$ cat config.mk
export PLATFORM = sky130hd
export DESIGN_NAME = pcie_led_status_flat
export DESIGN_NICKNAME = d
export VERILOG_FILES = /design/src/rtl/pcie_led_status_if.sv /design/src/rtl/pcie_led_status.sv /design/src/flat_wrapper.sv
export SDC_FILE = /design/constraint.sdc
export NUM_CORES = 1
export LEC_CHECK = 0
export ABC_CLOCK_PERIOD_IN_PS = 3000
export CORE_UTILIZATION = 55
export DETAILED_ROUTE_END_ITERATION = 8
export DONT_BUFFER_PORTS = 1
export PLACE_DENSITY = 0.72
export SYNTH_ARGS = -nofsm -noshare
export SYNTH_HDL_FRONTEND = slang
export SYNTH_SLANG_ARGS = --single-unit
$ cat constraint.sdc
create_clock -name clk -period 3 [get_ports clk]
set_clock_uncertainty 0.2 [all_clocks]
set_input_delay 0.9 -clock clk [delete_from_list [all_inputs] [get_ports clk]]
set_output_delay 0.9 -clock clk [all_outputs]
set_load 0.01 [all_outputs]
$ cat src/rtl/pcie_led_status_if.sv
// Bundles the PCIe status inputs and LED/status outputs of pcie_led_status.
interface pcie_led_status_if;
  logic       pcie_perst_n;
  logic       link_up;
  logic       rd_strobe;
  logic       wr_strobe;
  logic [3:0] led;
  logic       link_lost;
  logic [1:0] link_state;

  modport master (output pcie_perst_n, link_up, rd_strobe, wr_strobe,
                  input  led, link_lost, link_state);
  modport slave  (input  pcie_perst_n, link_up, rd_strobe, wr_strobe,
                  output led, link_lost, link_state);
endinterface

$ cat src/rtl/pcie_led_status.sv
// Link-state FSM, heartbeat, activity stretchers and sticky link-lost flag
// driving four active-high LEDs (board top inverts onto ledn).
module pcie_led_status #(
  parameter int HB_HALF         = 62500000,
  parameter int STRETCH_CYCLES  = 6250000,
  parameter int DEBOUNCE_CYCLES = 1024
) (
  input logic             clk,
  input logic             resetn,
  pcie_led_status_if.slave bus
);
  localparam int HW   = $clog2(HB_HALF);
  localparam int FAST = HB_HALF / 4;
  localparam int FW   = $clog2(FAST + 1);
  localparam int DW   = $clog2(DEBOUNCE_CYCLES + 1);
  localparam int SW   = $clog2(STRETCH_CYCLES + 1);

  typedef enum logic [1:0] {ST_RESET = 2'd0, ST_TRAIN = 2'd1, ST_UP = 2'd2, ST_LOST = 2'd3} state_t;

  logic [1:0]    r_perst_sync, r_lu_sync;
  logic          w_perst_s, w_lu_s;
  logic          r_lu_db;
  logic [DW-1:0] r_dcnt;
  logic [HW-1:0] r_hcnt;
  logic [FW-1:0] r_fcnt;
  logic          r_hb, r_fb;
  state_t        r_state, w_state_nx;
  logic          r_lost, w_lost_nx;
  logic          r_led1;
  logic [SW-1:0] r_scnt [2];
  logic [1:0]    w_strobe;

  // Reset value 0 on the PERST path means "PERST asserted" until proven otherwise.
  always_ff @(posedge clk or negedge resetn) begin
    if (!resetn) begin
      r_perst_sync <= '0;
      r_lu_sync    <= '0;
    end else begin
      r_perst_sync <= {r_perst_sync[0], bus.pcie_perst_n};
      r_lu_sync    <= {r_lu_sync[0], bus.link_up};
    end
  end
  assign w_perst_s = r_perst_sync[1];
  assign w_lu_s    = r_lu_sync[1];

  always_ff @(posedge clk or negedge resetn) begin
    if (!resetn) begin
      r_lu_db <= 1'b0;
      r_dcnt  <= '0;
    end else if (w_lu_s == r_lu_db) begin
      r_dcnt <= '0;
    end else if (r_dcnt == DW'(DEBOUNCE_CYCLES - 1)) begin
      r_lu_db <= w_lu_s;
      r_dcnt  <= '0;
    end else begin
      r_dcnt <= r_dcnt + 1'b1;
    end
  end

  always_ff @(posedge clk or negedge resetn) begin
    if (!resetn) begin
      r_hcnt <= '0;
      r_fcnt <= '0;
      r_hb   <= 1'b0;
      r_fb   <= 1'b0;
    end else begin
      if (r_hcnt == HW'(HB_HALF - 1)) begin
        r_hcnt <= '0;
        r_hb   <= ~r_hb;
      end else begin
        r_hcnt <= r_hcnt + 1'b1;
      end
      if (r_fcnt == FW'(FAST - 1)) begin
        r_fcnt <= '0;
        r_fb   <= ~r_fb;
      end else begin
        r_fcnt <= r_fcnt + 1'b1;
      end
    end
  end

  always_ff @(posedge clk or negedge resetn) begin
    if (!resetn) begin
      r_state <= ST_RESET;
      r_lost  <= 1'b0;
      r_led1  <= 1'b0;
    end else begin
      r_state <= w_state_nx;
      r_lost  <= w_lost_nx;
      case (r_state)
        ST_RESET: r_led1 <= 1'b0;
        ST_TRAIN: r_led1 <= r_fb;
        ST_UP:    r_led1 <= 1'b1;
        default:  r_led1 <= r_hb;
      endcase
    end
  end

  // PERST low overrides any debounced link change in the same cycle.
  always_comb begin
    w_state_nx = r_state;
    w_lost_nx  = r_lost;
    if (!w_perst_s) begin
      w_state_nx = ST_RESET;
      w_lost_nx  = 1'b0;
    end else begin
      case (r_state)
        ST_RESET: w_state_nx = ST_TRAIN;
        ST_TRAIN: if (r_lu_db) w_state_nx = ST_UP;
        ST_UP: if (!r_lu_db) begin
          w_state_nx = ST_LOST;
          w_lost_nx  = 1'b1;
        end
        default: if (r_lu_db) w_state_nx = ST_UP;
      endcase
    end
  end

  assign w_strobe = {bus.wr_strobe, bus.rd_strobe};

  for (genvar g = 0; g < 2; g++) begin : g_str
    always_ff @(posedge clk or negedge resetn) begin
      if (!resetn)                r_scnt[g] <= '0;
      else if (w_strobe[g])       r_scnt[g] <= SW'(STRETCH_CYCLES);
      else if (r_scnt[g] != '0)   r_scnt[g] <= r_scnt[g] - 1'b1;
    end
  end

  assign bus.led        = {(r_scnt[1] != '0), (r_scnt[0] != '0), r_led1, r_hb};
  assign bus.link_lost  = r_lost;
  assign bus.link_state = r_state;
endmodule

$ cat src/flat_wrapper.sv
// flat-port wrapper written by rule: the top's interface ports become plain ports
module pcie_led_status_flat 
#(
  parameter int HB_HALF         = 62500000,
  parameter int STRETCH_CYCLES  = 6250000,
  parameter int DEBOUNCE_CYCLES = 1024
)
  (clk, resetn, bus_pcie_perst_n, bus_link_up, bus_rd_strobe, bus_wr_strobe, bus_led, bus_link_lost, bus_link_state);
  pcie_led_status_if bus_i ();
  input logic clk;
  input logic resetn;
  input wire logic [$bits(bus_i.pcie_perst_n)-1:0] bus_pcie_perst_n;
  input wire logic [$bits(bus_i.link_up)-1:0] bus_link_up;
  input wire logic [$bits(bus_i.rd_strobe)-1:0] bus_rd_strobe;
  input wire logic [$bits(bus_i.wr_strobe)-1:0] bus_wr_strobe;
  output wire logic [$bits(bus_i.led)-1:0] bus_led;
  output wire logic [$bits(bus_i.link_lost)-1:0] bus_link_lost;
  output wire logic [$bits(bus_i.link_state)-1:0] bus_link_state;
  assign bus_i.pcie_perst_n = bus_pcie_perst_n;
  assign bus_i.link_up = bus_link_up;
  assign bus_i.rd_strobe = bus_rd_strobe;
  assign bus_i.wr_strobe = bus_wr_strobe;
  assign bus_led = bus_i.led;
  assign bus_link_lost = bus_i.link_lost;
  assign bus_link_state = bus_i.link_state;
  pcie_led_status #(.HB_HALF(HB_HALF), .STRETCH_CYCLES(STRETCH_CYCLES), .DEBOUNCE_CYCLES(DEBOUNCE_CYCLES)) u_core (.clk(clk), .resetn(resetn), .bus(bus_i));
endmodule
==> results of run 1 <==
[critical path: stages (launching register included)]
cell     delay [ns]
dfrtp_1        0.39
or4_4          0.58
nor4_4         0.27
and3_4         0.25
inv_4          0.05
[registers in the layout, indices dropped and copies added, names as in the netlist, 2 cells and up]
signal	count
u_core.r_scnt	46
u_core.r_hcnt	26
u_core.r_fcnt	24
u_core.r_dcnt	11
u_core.bus.link_state	2
u_core.r_lu_sync	2
u_core.r_perst_sync	2
[logic make-up after synthesis]
kind of cell	Yosys count	synth area share [%]
and+or+nand+nor	282	26.84
DFF	118	51.22
xor gates and xnor gates	77	11.70
AOI/OAI and AO/OA	49	5.751
buffers and inverters	27	1.953
muxes	8	1.454
adders and majority gates	5	1.085
[layout make-up]
| type | instances | area [um^2] | area share, % |
|---|---|---|---|
| tap | 136 | 170.2 | 2.601 |
| multi-input combinational | 421 | 2751 | 42.06 |
| timing repair buffer | 13 | 97.59 | 1.492 |
| clock inverter | 9 | 81.33 | 1.243 |
| inverter | 12 | 47.55 | 0.7269 |
| clock buffer | 21 | 439.2 | 6.714 |
| sequential | 118 | 2954 | 45.16 |
[timing repair]
| item | CTS | global route |
|---|---|---|
| resized for setup | 9 | 4 |
| buffers inserted | 3 | 1 |
| pin swaps | 7 | 5 |
| cloned | 0 | 0 |
| endpoints found under the setup margin | 2 | 2 |
| endpoints found under the hold margin | 118 | 118 |
[cell usage in the layout (no fill, tap or decap), drive strengths merged, types with 16 or more instances in the layout]
master  Yosys  final
dfrtp     118    118
nor2       78     78
xnor2      41     41
xor2       36     36
nand2      33     33
nand3      26     26
nor3       23     23
clkbuf     10     21
nor4       18     18
or3        16     16
[worst max-delay path by stage]
stage | slack (ns) | to | start
global route | -0.22 | bus_led[2] | u_core.r_scnt[33]$_DFFE_PN0P_
CTS | -0.14 | bus_led[2] | u_core.r_scnt[28]$_DFFE_PN0P_
detailed placement | 0.30 | bus_led[2] | u_core.r_scnt[30]$_DFFE_PN0P_
finish | -0.14 | bus_led[2] | u_core.r_scnt[33]$_DFFE_PN0P_
floorplan | 0.05 | bus_led[2] | u_core.r_scnt[33]$_DFFE_PN0P_
global placement | 0.33 | bus_led[2] | u_core.r_scnt[33]$_DFFE_PN0P_
[power by group]
group,total (mW),internal [mW],switching [mW]
Sequential,1.69,1.64,0.0476
Clock,1.78,1.10,0.674
Combinational,0.192,0.0944,0.0976
Total,3.66,2.84,0.819
[Yosys cell counts (4+ instances only)]
cell type and number:
nand4_1 15, a31oi_1 4, o21ai_0 12, nand2_1 33
nor4_1 13, a21oi_1 9, dfrtp_1 118, xor2_1 36
nor3_1 23, nand3_1 25, o211ai_1 4, mux2i_1 5
nand2b_1 11, and4_1 7, nand4b_1 4, ha_1 5
nor2_1 78, xnor2_1 41, nor2b_1 10, or2_2 6
nor4_2 4, clkbuf_1 10, and3_1 8, or3_1 14
inv_1 12, or4_1 11
[metal layers]
layer | global-route usage, % | up-vias
li1 | - | 2036
met3 | 5.952 | 20
met1 | 30.06 | 2050
met4 | 9.694 | 0
met5 | 0 | -
met2 | 34.06 | 69
==> impl_metrics.json, run 1 <==
{
  "first_pass_iters": 5,
  "worstPathMaxFanout": 4,
  "yosysTopAreaCell": "dfrtp_1",
  "viasPerCell": 5.719,
  "cts.reportedPaths.clkPinSlew_ns": 0.06,
  "rr_worst_depth": 7,
  "initial_core_util_pct": 56.35,
  "setup-tns-final_ns": -0.1505,
  "reg2reg_from": "u_core.r_scnt[33]$_DFFE_PN0P_",
  "rsz0062_at_grt": "yes",
  "grt_pass1_wl_mm": 19.40,
  "wl_met2_mm": 5.083,
  "wl_met1_mm": 5.066,
  "grt_pass1_vias": 4201,
  "crit_arrival_ns": 2.04,
  "wl_mm": 10.71,
  "ys_seq_area_share_pct": 51.22,
  "final_area_mm2": 0.006541,
  "leakage_nw": 2.594,
  "grt_start_max_net_pins": 119,
  "hold_viol": 118,
  "ys.flop_type": "dfrtp_1",
  "num_antenna_cells": 0,
  "slew_headroom_pct": 55.99,
  "end_kind": "output port",
  "synth_top_cells_by_area": "dfrtp_1 (51%), xnor2_1 (6.2%), xor2_1 (5.5%)",
  "drt_iter0_markers": 156,
  "max_cap_viol_count": 0,
  "synthCells": 566,
  "vias": 4175,
  "timing.rr.end": "u_core.r_scnt[40]$_DFFE_PN0P_",
  "synth.distinct_cells": 51,
  "min_path_type": "in2async",
  "post-synth-top-area-fraction_pct": 51.22,
  "clock_sinks": 118,
  "drc": 0,
  "required_ns": 1.90,
  "wl_per_cell_um": 14.67,
  "numCtsBuffers": 17,
  "synthToLayoutAreaGrowth_pct": 13.45,
  "power_density_mw_per_mm2": 558.8,
  "die_h_um": 104.4,
  "r2r_slack_ns": 0.33,
  "synth_edf_count": 0,
  "cts.path.max_buffers": 2,
  "dp.cells": 696,
  "path_class": "reg2out",
  "yosysWarnings": 0,
  "ctsRootBufferMaster": "clkbuf_8",
  "period_needed_ns": 3.137,
  "tightest_slew_ns": 0.6541,
  "synth_area_mm2": 0.005766,
  "drtAntennaViolNets": 0,
  "htreeDepth": 4,
  "dieArea_mm2": 0.01090,
  "async_flop_share_pct": 100.0,
  "worst_setup_path_start_kind": "register",
  "cts_tree": "done",
  "hold_ws_ns": -0.1191,
  "totalPowerFinal_mw": 3.655,
  "stdcell_count": 730,
  "finalSetupViolCount": 2,
  "fp.dieW_um": 104.4,
  "pin_count": 13,
  "setup_ws_ns": -0.1375,
  "max_clock_freq_ghz": 0.3187,
  "status": "finished, violations left",
  "final_util_pct": 63.94,
  "ir_drop_mv": 0.5075,
  "syn_area_per_cell_um2": 10.19,
  "final_max_slew_viol_count": 0,
  "wl_met3_um": 372,
  "io_buffers": 0,
  "rows": 37,
  "clkLatencyLatePin_ns": 0.51,
  "fill_cells": 846,
  "ys_ff_latch": 118,
  "place_ws_ns": 0.2992,
  "synth_nets": 577,
  "violations": "negative hold slack, negative setup slack",
  "core_area_mm2": 0.01023,
  "fin_crit_sh_pct": 104.6,
  "layout.nets": 594,
  "gp_congestion": 0.8032,
  "placed_cell_area_mm2": 0.005942,
  "layout-drive-gt1-share_pct": 11.95,
  "grt_overflow": 0,
  "dpl.hpwl_mm": 6.972,
  "antenna_found_initial": 0,
  "top_layer_used": "met4",
  "track_usage_pct": 22.33
}
Note: power is estimated with default switching activity, not from simulation.
==> run 2, diff against run 1 <==
CAP_MARGIN = 15   (was not set)
CTS_CLUSTER_DIAMETER = 40   (was not set)
==> results of run 2 <==
The final DEF is identical to that of run 1; final timing and power are the same.
==> run 3, diff against run 2 <==
CORE_MARGIN = 2   (was not set)
SLEW_MARGIN = 20   (was not set)
==> run 3 against run 2 <==
The run still ends with negative hold slack, negative setup slack left; worst setup slack improved by 0.036 ns; clock power up 13%; register-to-register slack about the same; first-iteration DRC count up 22%; utilization is 1.3 points higher; via count up 0.29%; routed wire length increased by 0.49%; power increased by 6.3%; critical endpoint unchanged; largest cell class unchanged; largest power group unchanged.
==> impl_metrics.json, run 3 (synthesis results as in run 1) <==
{
  "max_clock_freq_ghz": 0.3224,
  "wl_mm": 10.76,
  "largest_reg_flops": 46,
  "finalSetupViolCount": 2,
  "setup-tns-final_ns": -0.1187,
  "cts.reportedPaths.clkPinSlew_ns": 0.06,
  "p_clk_share_pct": 51.7,
  "antenna_found_initial": 0,
  "hold_viol": 118,
  "drc": 0,
  "tightest_slew_ns": 0.7074,
  "gp_congestion": 0.8006,
  "switching_share_pct": 21.89,
  "min_path_type": "in2async",
  "period_needed_ns": 3.102,
  "pin_count": 13,
  "cts.path.max_buffers": 2,
  "synthToLayoutAreaGrowth_pct": 15.73,
  "grt_overflow": 0,
  "path_cells": "or4_4, nor4_4, and3_4, inv_4",
  "htreeDepth": 4,
  "fill_cells": 800,
  "rsz0062_at_grt": "yes",
  "viasPerCell": 5.681,
  "power_frac_seq_pct": 43.3,
  "drtAntennaViolNets": 0,
  "combPwrFrac_pct": 5.0,
  "reg_top3": "u_core.r_scnt: 46 flops, u_core.r_hcnt: 26 flops, u_core.r_fcnt: 24 flops",
  "layout-drive-gt1-share_pct": 13.81,
  "path_class": "reg2out",
  "dieArea_mm2": 0.01132,
  "core_area_mm2": 0.01023,
  "largest-register": "u_core.r_scnt",
  "io_buffers": 0,
  "hold_ws_ns": -0.1230,
  "numCtsBuffers": 17,
  "final_util_pct": 65.22,
  "power_density_mw_per_mm2": 582.6,
  "clkLatencyLatePin_ns": 0.52,
  "violations": "negative hold slack, negative setup slack",
  "end_kind": "output port",
  "crit_arrival_ns": 2.00,
  "worst_setup_path_start_kind": "register",
  "grt_start_max_net_pins": 119,
  "setup_ws_ns": -0.1016,
  "fp.dieW_um": 106.4,
  "required_ns": 1.90,
  "rows": 37,
  "track_usage_pct": 21.08,
  "final_common_cell": "dfrtp_1",
  "dpl.hpwl_mm": 6.991,
  "ir_drop_mv": 0.4610,
  "status": "finished, violations left",
  "worst_path_max_delay_cell": "or4_4",
  "clock_sinks": 118,
  "initial_core_util_pct": 56.35,
  "wl_per_cell_um": 14.60,
  "cp-startpoint": "u_core.r_scnt[32]$_DFFE_PN0P_",
  "worstPathMaxFanout": 4,
  "crit_buf_inv": 1,
  "r2r_slack_ns": 0.33,
  "final_max_slew_viol_count": 0,
  "fin_crit_sh_pct": 103.4,
  "grt_pass1_vias": 4191,
  "p_int_mw": 3.036,
  "ctsRootBufferMaster": "clkbuf_8",
  "cpPeakStageDelay_ns": 0.55,
  "p_sw_uw": 850.9,
  "cts_tree": "done",
  "die_h_um": 106.4,
  "totalPowerFinal_mw": 3.887,
  "drt_iter0_markers": 190,
  "multi_input_area_mm2": 0.002770,
  "leakage_nw": 2.658,
  "cp_top_family": "simple AND/OR/NAND/NOR gates",
  "layout.nets": 599,
  "num_antenna_cells": 0,
  "reg2reg_from": "u_core.r_scnt[14]$_DFFE_PN0P_",
  "final_cell_mix": "dfrtp_1 (118), nor2_1 (78), xnor2_1 (41), xor2_1 (36), nand2_1 (32)",
  "slew_headroom_pct": 52.41,
  "grt_pass1_wl_mm": 18.93,
  "vias": 4187,
  "regArea_mm2": 0.002953,
  "first_pass_iters": 4,
  "max_cap_viol_count": 0
}
==> run 3: repair_timing <==
item,CTS,global route
buffers inserted,8,0
endpoints found under the setup margin,2,2
resized for setup,12,4
pin swaps,6,2
endpoints found under the hold margin,118,118
==> run 3: power groups by stage <==
stage	clock network [mW]	registers [mW]	logic, mW
2_1_floorplan	0	1.70	0.155
3_3_place_gp	0	1.71	0.168
3_5_place_dp	0	1.71	0.172
4_1_cts	2.05	1.68	0.193
5_1_grt	2.13	1.69	0.219
6_report	2.01	1.68	0.195
==> run 3: final cells by class <==
cell class | instances | share of cell area, %
Clock buffer | 19 | 6.619
Clock inverter | 13 | 2.325
Multi-Input combinational cell | 421 | 41.52
Inverter | 12 | 0.7125
Sequential cell | 118 | 44.25
Tap cell | 136 | 2.550
Timing Repair Buffer | 18 | 2.025
==> run 3: final timing paths <==
path	to	cells after the start
setup reg to reg	u_core.r_scnt[11]$_DFFE_PN0P_	6
hold reg to reg	u_core.r_lu_sync[1]$_DFF_PN0_	0
setup / recovery	bus_led[2]	4
min in group clk	u_core.r_lu_sync[1]$_DFF_PN0_	0
hold / removal	u_core.r_scnt[11]$_DFFE_PN0P_	0
max in group asynchronous	u_core.r_hcnt[7]$_DFF_PN0_	0
==> run 3: metrics by stage <==
stage                     area (um^2)  worst slack (ns)  instances
final                            6673           -0.1016        737
after global routing             6673           -0.1595        737
after CTS                        6655           -0.1151        737
after detailed placement         5949            0.2918        697
after global placement           5949            0.3321        697
after floorplan                  5766           0.04719        566
==> run 3: routing by layer <==
| metal | up-vias | global-route usage, % | wire [um] |
|---|---|---|---|
| li1 | 2047 | - | - |
| met1 | 2067 | 27.13 | 5087 |
| met2 | 57 | 32.88 | 5127 |
| met3 | 16 | 6.499 | 401 |
| met4 | 0 | 9.398 | 144 |
| met5 | - | 0 | 0 |
